===== src/rtl/beat_tone_pkg.sv =====
// beat_tone_pkg: shared types and constants for the beat tone player.
//   state_t      - player FSM states (IDLE, PLAY, GAP)
//   DEF_HALF_P*  - default half-periods in 50 MHz cycles (440/660/880/1320 Hz)
//   half_period  - maps a 2-bit beat intensity to one of four half-periods
//   max2         - helper for sizing counters from parameters
package beat_tone_pkg;

    typedef enum logic [1:0] {
        IDLE = 2'd0,
        PLAY = 2'd1,
        GAP  = 2'd2
    } state_t;

    localparam int unsigned DEF_HALF_P0 = 56818;
    localparam int unsigned DEF_HALF_P1 = 37879;
    localparam int unsigned DEF_HALF_P2 = 28409;
    localparam int unsigned DEF_HALF_P3 = 18939;

    function automatic int unsigned half_period(
        input logic [1:0]  intensity,
        input int unsigned p0,
        input int unsigned p1,
        input int unsigned p2,
        input int unsigned p3
    );
        case (intensity)
            2'd0:    return p0;
            2'd1:    return p1;
            2'd2:    return p2;
            default: return p3;
        endcase
    endfunction

    function automatic int unsigned max2(input int unsigned a, input int unsigned b);
        return (a > b) ? a : b;
    endfunction

endpackage


===== src/rtl/beat_tone_player_sync.sv =====
// beat_sync_edge: brings the 10 ms-domain beat level and intensity into the
// clk domain and produces a one-cycle pulse on each rising edge of beat.
// Ports:
//   clk, rst_n     - system clock, asynchronous active-low reset
//   beat           - asynchronous beat level
//   beat_int       - asynchronous beat intensity
//   beat_edge      - one-cycle pulse on a synchronised rising edge of beat
//   beat_int_sync  - synchronised intensity, valid on the beat_edge cycle
module beat_sync_edge (
    input  logic       clk,
    input  logic       rst_n,
    input  logic       beat,
    input  logic [1:0] beat_int,
    output logic       beat_edge,
    output logic [1:0] beat_int_sync
);

    logic       beat_s1, beat_s2, beat_d;
    logic [1:0] int_s1, int_s2;

    always_ff @(posedge clk or negedge rst_n) begin
        if (!rst_n) begin
            beat_s1 <= 1'b0;
            beat_s2 <= 1'b0;
            beat_d  <= 1'b0;
            int_s1  <= '0;
            int_s2  <= '0;
        end else begin
            beat_s1 <= beat;
            beat_s2 <= beat_s1;
            beat_d  <= beat_s2;
            int_s1  <= beat_int;
            int_s2  <= int_s1;
        end
    end

    assign beat_edge     = beat_s2 & ~beat_d;
    assign beat_int_sync = int_s2;

endmodule


===== src/rtl/beat_tone_player.sv =====
// beat_tone_player: turns each detected beat into a timed square-wave burst.
// Pitch follows beat intensity; a silent gap follows each burst.
// Ports:
//   clk, rst_n  - 50 MHz system clock, asynchronous active-low reset
//   beat        - beat level from the beat generator (10 ms domain)
//   beat_int    - beat intensity, valid while beat is high
//   spk         - square-wave speaker drive
//   playing     - high while in PLAY
//   tone_sel    - intensity of the current or last burst
//   mute        - (only with BEAT_TONE_MUTE_EN) forces spk low, blocks new bursts
// Build option: define BEAT_TONE_MUTE_EN to add the mute input.
module beat_tone_player
    import beat_tone_pkg::*;
#(
    parameter int unsigned TONE_CYC = 5000000,
    parameter int unsigned GAP_CYC  = 1000000,
    parameter int unsigned HALF_P0  = DEF_HALF_P0,
    parameter int unsigned HALF_P1  = DEF_HALF_P1,
    parameter int unsigned HALF_P2  = DEF_HALF_P2,
    parameter int unsigned HALF_P3  = DEF_HALF_P3
) (
    input  logic       clk,
    input  logic       rst_n,
    input  logic       beat,
    input  logic [1:0] beat_int,
    output logic       spk,
    output logic       playing,
    output logic [1:0] tone_sel
`ifdef BEAT_TONE_MUTE_EN
    ,
    input  logic       mute
`endif
);

    localparam int unsigned HALF_MAX = max2(max2(HALF_P0, HALF_P1), max2(HALF_P2, HALF_P3));
    localparam int unsigned HW = $clog2(max2(HALF_MAX, 2));
    localparam int unsigned DW = $clog2(max2(TONE_CYC, 2));
    localparam int unsigned GW = $clog2(max2(GAP_CYC, 2));

    logic       beat_edge;
    logic [1:0] int_sync;

    beat_sync_edge u_sync (
        .clk           (clk),
        .rst_n         (rst_n),
        .beat          (beat),
        .beat_int      (beat_int),
        .beat_edge     (beat_edge),
        .beat_int_sync (int_sync)
    );

    state_t        state, state_n;
    logic [HW-1:0] half_cnt, half_n;
    logic [DW-1:0] dur_cnt, dur_n;
    logic [GW-1:0] gap_cnt, gap_n;
    logic          spk_q, spk_n;
    logic [1:0]    tone_q, tone_n;
    logic          accept, start;
    logic [HW-1:0] half_new, half_cur;

`ifdef BEAT_TONE_MUTE_EN
    assign accept = beat_edge & ~mute;
`else
    assign accept = beat_edge;
`endif

    assign half_new = HW'(half_period(int_sync, HALF_P0, HALF_P1, HALF_P2, HALF_P3) - 32'd1);
    assign half_cur = HW'(half_period(tone_q, HALF_P0, HALF_P1, HALF_P2, HALF_P3) - 32'd1);

    always_ff @(posedge clk or negedge rst_n) begin
        if (!rst_n) begin
            state    <= IDLE;
            half_cnt <= '0;
            dur_cnt  <= '0;
            gap_cnt  <= '0;
            spk_q    <= 1'b0;
            tone_q   <= '0;
        end else begin
            state    <= state_n;
            half_cnt <= half_n;
            dur_cnt  <= dur_n;
            gap_cnt  <= gap_n;
            spk_q    <= spk_n;
            tone_q   <= tone_n;
        end
    end

    always_comb begin
        state_n = state;
        half_n  = half_cnt;
        dur_n   = dur_cnt;
        gap_n   = gap_cnt;
        spk_n   = spk_q;
        tone_n  = tone_q;
        start   = 1'b0;
        case (state)
            IDLE: begin
                spk_n = 1'b0;
                start = accept;
            end
            PLAY: begin
                // A louder beat restarts the burst; this takes priority over expiry.
                if (accept && (int_sync > tone_q)) begin
                    start = 1'b1;
                end else if (dur_cnt == '0) begin
                    state_n = GAP;
                    spk_n   = 1'b0;
                    half_n  = '0;
                    gap_n   = GW'(GAP_CYC - 32'd1);
                end else begin
                    dur_n = dur_cnt - DW'(1);
                    if (half_cnt == '0) begin
                        spk_n  = ~spk_q;
                        half_n = half_cur;
                    end else begin
                        half_n = half_cnt - HW'(1);
                    end
                end
            end
            GAP: begin
                spk_n = 1'b0;
                if (gap_cnt == '0) begin
                    state_n = IDLE;
                end else begin
                    gap_n = gap_cnt - GW'(1);
                end
            end
            default: begin
                state_n = IDLE;
                spk_n   = 1'b0;
            end
        endcase
        if (start) begin
            state_n = PLAY;
            tone_n  = int_sync;
            half_n  = half_new;
            dur_n   = DW'(TONE_CYC - 32'd1);
            spk_n   = 1'b1;
        end
    end

    assign playing  = (state == PLAY);
    assign tone_sel = tone_q;
`ifdef BEAT_TONE_MUTE_EN
    assign spk = spk_q & ~mute;
`else
    assign spk = spk_q;
`endif

endmodule

===== config.mk =====
export PLATFORM = sky130hd
export DESIGN_NAME = beat_tone_player
export DESIGN_NICKNAME = d
export VERILOG_FILES = /design/src/rtl/beat_tone_pkg.sv /design/src/rtl/beat_tone_player_sync.sv /design/src/rtl/beat_tone_player.sv
export SDC_FILE = /design/constraint.sdc
export NUM_CORES = 1
export LEC_CHECK = 0
export CORE_UTILIZATION = 25
export DETAILED_ROUTE_END_ITERATION = 16
export GPL_ROUTABILITY_DRIVEN = 0
export GPL_TIMING_DRIVEN = 0
export PLACE_DENSITY = 0.43
export SLEW_MARGIN = 25
export SYNTH_ARGS = -nofsm -noshare
export SYNTH_HDL_FRONTEND = slang
export SYNTH_SLANG_ARGS = --single-unit
export TNS_END_PERCENT = 50

===== constraint.sdc =====
create_clock -name clk -period 4.3 [get_ports clk]
set_clock_uncertainty 0.2 [all_clocks]
set_input_delay 1.29 -clock clk [delete_from_list [all_inputs] [get_ports clk]]
set_output_delay 1.29 -clock clk [all_outputs]
set_load 0.1 [all_outputs]

==> results of run 1 <==
-- worst max-delay path by stage --
stage                     depth (start not counted)  slack (ps)        start           to
after floorplan                                   9         840  tone_sel[1]  half_cnt[6]
after CTS                                        11         280  half_cnt[2]  half_cnt[6]
after global routing                             11           3  half_cnt[2]  half_cnt[6]
after detailed placement                         11         300  half_cnt[2]  half_cnt[6]
after global placement                            1       -1030        rst_n  dur_cnt[19]
final                                            11         260  half_cnt[2]  half_cnt[8]
-- registers in the layout (all words and copies together) (netlist names) --
register and flops:
gap_cnt 20, u_sync.int_s1 2, u_sync.beat_d 1, dur_cnt 23, u_sync.beat_s1 1, spk 1, half_cnt 16, u_sync.beat_int_sync 2
tone_sel 2, state 2, u_sync.beat_s2 1
-- synthesized netlist by cell type, types with 2 or more instances --
master,number
dfrtp_1,71
nor2_1,46
nand2_1,35
a21oi_1,31
o21ai_0,22
nor3_1,19
ha_1,15
o31ai_1,15
or3_1,14
or4_1,13
inv_1,12
nand3_1,12
nor4_1,12
xor2_1,10
clkbuf_1,9
xnor2_1,8
o211ai_1,6
a22oi_1,5
nand4_1,5
a31oi_1,4
nor2b_1,4
o21ai_1,4
a2bb2oi_1,3
and4_1,3
buf_6,3
mux2i_1,3
nand2b_1,3
o21a_1,3
o221ai_1,3
a211oi_1,2
a21o_1,2
a21oi_2,2
and3_1,2
nand3b_1,2
nor3b_1,2
o22a_1,2
o22ai_1,2
o31a_1,2
o41ai_1,2
or3b_2,2
or4_4,2
-- critical path, stage by stage, from the launching register on --
cell,delay [ps]
dfrtp_1,470
or3_1,200
or3_1,110
clkbuf_1,260
nor2_1,250
a21oi_1,250
ha_1,260
or3b_2,510
a2111oi_0,950
a32oi_1,220
nand2_1,110
o221ai_1,100
-- cell families (layout without fill, tap and decap cells) --
| group | after synthesis | after routing |
|---|---|---|
| mux | 3 | 3 |
| compound gates | 120 | 120 |
| xor+xnor | 18 | 18 |
| buf+inv | 27 | 51 |
| flops | 71 | 71 |
| simple gates | 187 | 187 |
| fa+ha+maj | 15 | 15 |
-- power breakdown --
group	switching (mW)	leakage [nW]	internal (mW)
clock	0.296	0.165	0.580
combinational	0.623	0.907	0.274
sequential	0.116	0.863	0.770
total	1.04	1.93	1.62
-- placed cells by master, fill, tap and decap left out, types with 4 or more instances in the layout --
cell	instances
dfrtp_1	71
nor2_1	46
nand2_1	35
a21oi_1	31
o21ai_0	22
nor3_1	19
o31ai_1	15
ha_1	15
or3_1	14
or4_1	13
nor4_1	12
inv_1	12
nand3_1	12
xor2_1	10
clkbuf_1	9
clkbuf_16	9
xnor2_1	8
clkdlybuf4s50_1	7
o211ai_1	6
nand4_1	5
a22oi_1	5
nor2b_1	4
o21ai_1	4
a31oi_1	4
-- final cells by class --
class                      count  area (sq um)  share of cell area (%)
multi-input combinational    343          2180                    45.4
sequential                    71          1780                    37.0
tap                          216           270                    5.63
clock buffer                  10           239                    4.98
clock inverter                 5           106                    2.22
timing repair buffer           9           105                    2.19
buffer                        13          71.3                    1.49
inverter                      14          52.6                    1.10
-- per-stage QoR --
stage / instance area (sq um) / utilization, %
after floorplan: 4080 / -
after global placement: 4430 / 27.9
after detailed placement: 4450 / 28.0
after CTS: 4800 / 30.2
after global routing: 4800 / 30.2
final: 4800 / 30.2
-- layer usage --
metal / track usage (%) / vias to the layer above / part of all wire [%]
li1: - / 1696 / -
met1: 19.6 / 1725 / 49
met2: 22.6 / 50 / 46
met3: 3.12 / 7 / 3.3
met4: 5.06 / 0 / 0.97
met5: 0 / - / 0
==> metrics.yaml, run 1 <==
status: "complete, no violations"
num_rows: 46
start_util_pct: 25.7
worst_slew_pin_slew_ps: 1070
p_leak_nw: 1.93
power_density_nw_per_um2: 554
rr_worst_depth: 11
dr.pass1.iters: 5
antenna_found_initial: 0
synthArstFlopShare_pct: 100
drt_drc_violations_left: 0
fin_cells: 681
ir_drop_mv: 0.230
whs_path_depth: 0
clock_latency_ps: 350
netlist_area_sq_um: 4080
fin_crit_sh_pct: 94.0
rsz0062_at_grt: "no"
drv_slew: 0
synth_warnings: 0
synth_cells: 441
synth_top_family_by_area: "simple AND/OR/NAND/NOR gates"
fin_nets: 481
synth_simple_gate_area_share_pct: 24.9
numClockSinks: 71
pin_count: 9
ys.flop_type: "dfrtp_1"
cp_max_fo: 10
cts-resized-gates: 0
ys_seq_elements: 71
ys_seq_area_share_pct: 43.6
grt_max_degree: 51
critPathLaunchType: "flop"
synth-edff-count: 0
timing.final.ws_setup_ps: 258
yosysTopAreaCell: "dfrtp_1"
syn_avg_cell_area_sq_um: 9.25
antenna_cells: 0
wl_per_cell_um: 16.6
place_inst: 666
nFillCells: 1716
post_drt_via_cell_ratio: 5.11
worstPathArrival_ps: 4030
critPathCaptureType: "flop"
pre_cts_slack_ps: 302
detailroute.via_count: 3478
cts_setup_buffers: 0
worstSetupPathType: "flop to flop"
overflow: 0
netlist.area_leader.share_pct: 43.6
hold_start: "u_sync.int_s1[0]"
ys_types: 65
cts_tree: "done"
synth_fp_nets: 461
setup-tns-final_ps: 0
cts_inserted_buffers: 9
core_area_sq_um: 15900
port_buffers: 8
drive_gt1_share_pct: 7.96
synth_xor_area_share_pct: 3.87
area_delta_synth_final_pct: 17.7
synthMuxAreaShare_pct: 0.736
die_area_sq_um: 16800
maxCapViolations: 0
maxSlewHeadroom_pct: 26.6
grt_pass1_wl_mm: 18.3
r2r_slack_ps: 260
h-tree-depth: 3
cts_root_buffer: "clkbuf_16"
gr-usage-all-layers_pct: 14.4
whs_endpoint: "u_sync.beat_int_sync[0]"
hpwl_mm: 7.87
fmax_mhz: 247
finalHoldViolCount: 0
hold_slack_ps: 149
routed_wl_mm: 11.3
cts_max_path_buffers: 2
r2r_end: "half_cnt[8]"
die_h_um: 130
power.total_mw: 2.66
postCtsHoldBufs: 0
finalSetupViolations: 0
synth_compound_area_share_pct: 19.3
die_w_um: 130
hold_path_class: "flop to flop"
drt_iter0_markers: 263
clk_pin_slew_ps: 60
ant_nets: 0
synth-adder-area-share_pct: 4.60
r2r-start: "half_cnt[2]"
synth_area_leaders: "dfrtp_1 44%, ha_1 4.6%, nor2_1 4.2%"
grt_pass1_vias: 3382
period_needed_ps: 4040
cp.required_ps: 4290
No activity file was read; power rests on OpenSTA's default activity.
==> inputs of run 2 (changes only) <==
Settings changed: SLEW_MARGIN 25 to not set.
==> run 2 against run 1 <==
Cell area is 0.10% lower. Non-clock buffer count stayed put. Wire length is 0.22% higher. Sequential power hardly changed. Sequential share of layout area hardly changed. Via count is 1.6% higher. Largest power group unchanged. Worst hold slack hardly changed. Clock-buffer cell count is 1 higher. Die area stayed put. Total power is 0.20% lower. Highest routed layer unchanged. Critical path depth is 8 lower.
==> metrics.yaml, run 2 (synthesis results as in run 1) <==
port_buffers: 8
core_area_sq_um: 15900
routed_wl_mm: 11.3
pin_count: 9
ant_nets: 0
largest_register_ffs: 23
cts_tree: "done"
cpPeakStageDelay_ps: 1170
finalHoldViolCount: 0
wl_per_cell_um: 16.6
r2r_slack_ps: 440
hold_slack_ps: 149
critPathCaptureType: "primary output"
worstPathArrival_ps: 2450
power_density_nw_per_um2: 554
r2r-start: "half_cnt[1]"
fin_nets: 481
crit_cells: 3
drv_slew: 0
cts_max_path_buffers: 2
drt_iter0_markers: 262
cp.required_ps: 2810
detailroute.via_count: 3534
hpwl_mm: 7.87
largest_registers: "dur_cnt: 23 flops, gap_cnt: 20 flops, half_cnt: 16 flops"
maxSlewHeadroom_pct: 35.3
fmax_mhz: 254
worstSetupPathType: "flop to primary output"
pre_cts_slack_ps: 287
cp_num_buf_inv: 2
area_delta_synth_final_pct: 17.6
maxCapViolations: 0
p_leak_nw: 1.93
period_needed_ps: 3940
clock_latency_ps: 350
worstSetupStartpoint: "state[1]"
final_cell_mix: "71 x dfrtp_1, 46 x nor2_1, 35 x nand2_1, 31 x a21oi_1, 22 x o21ai_0"
endpoint: "playing"
die_area_sq_um: 16800
start_util_pct: 25.7
setup-tns-final_ps: 0
numClockSinks: 71
finalSetupViolations: 0
drt_drc_violations_left: 0
status: "complete, no violations"
crit_path_top_delay_cell: "clkdlybuf4s50_1"
postCtsHoldBufs: 0
critPathLaunchType: "flop"
gr-usage-all-layers_pct: 14.5
cp_max_fo: 7
dr.pass1.iters: 5
grt_max_degree: 53
drive_gt1_share_pct: 7.73
hold_path_class: "flop to flop"
r2r_end: "half_cnt[14]"
antenna_found_initial: 0
fin_crit_sh_pct: 91.6
grt_pass1_vias: 3425
post_drt_via_cell_ratio: 5.18
path_cells: "nand2b_1 > clkinv_1 > clkdlybuf4s50_1"
die_w_um: 130
crit_family: "buffers and inverters"
layout_commonest_cell: "dfrtp_1"
rr_worst_depth: 12
power.total_mw: 2.65
h-tree-depth: 3
hold_start: "u_sync.int_s1[0]"
ir_drop_mv: 0.222
cts_inserted_buffers: 9
cts_setup_buffers: 0
die_h_um: 130
antenna_cells: 0
clk_pin_slew_ps: 60
rsz0062_at_grt: "no"
timing.final.ws_setup_ps: 363
worst_slew_pin_slew_ps: 965
cts_root_buffer: "clkbuf_16"
num_rows: 46
largest_register: "dur_cnt"
overflow: 0
grt_pass1_wl_mm: 18.3
-- run 2: metal layers --
metal  GRT usage (%)  wire (um)
met5               0          0
met4            6.02        177
met3            3.08        332
met2            22.6       5150
met1            19.5       5670
-- run 2: worst min-delay path by stage --
stage,to,slack (ps),cells past startpoint
floorplan,u_sync.beat_int_sync[0],130,0
global placement,u_sync.beat_int_sync[1],130,0
detailed placement,u_sync.beat_int_sync[0],140,0
CTS,u_sync.beat_int_sync[0],150,0
global route,u_sync.beat_int_sync[0],160,0
finish,u_sync.beat_int_sync[0],150,0
-- run 2: final cells by class --
class | count | area, sq um
Multi-Input combinational cell | 343 | 2180
Tap cell | 216 | 270
Buffer | 13 | 71.3
Sequential cell | 71 | 1780
Inverter | 14 | 52.6
Fill cell | 1711 | 11100
Clock inverter | 5 | 106
Timing Repair Buffer | 9 | 105
Clock buffer | 11 | 233
-- run 2: repair_timing --
item,CTS,global route
gates resized for setup,0,1
hold endpoints to repair,0,0
setup endpoints to repair,0,1
-- run 2: worst register-to-register path, cell delays in order, from the launching register on --
cell,delay [ps]
dfrtp_1,410
or3_1,440
or3_1,320
clkbuf_1,180
nor2_1,620
a21oi_1,210
ha_1,280
or3b_2,250
nor3_1,50
o21ai_0,190
nor4_1,170
and4_1,230
a211oi_1,210
-- run 2: report_power, final --
part           internal, mW  switching (mW)  total, mW
Combinational         0.275           0.621      0.896
Clock                 0.568           0.301      0.869
Sequential            0.769           0.119      0.888
-- run 2: metrics by stage --
stage,std cells,utilization (%),instance area (sq um)
5_1_grt,682,30.2,4790
3_3_place_gp,665,27.9,4430
6_report,682,30.2,4790
3_5_place_dp,666,28.0,4450
4_1_cts,682,30.2,4790
2_1_floorplan,441,-,4080
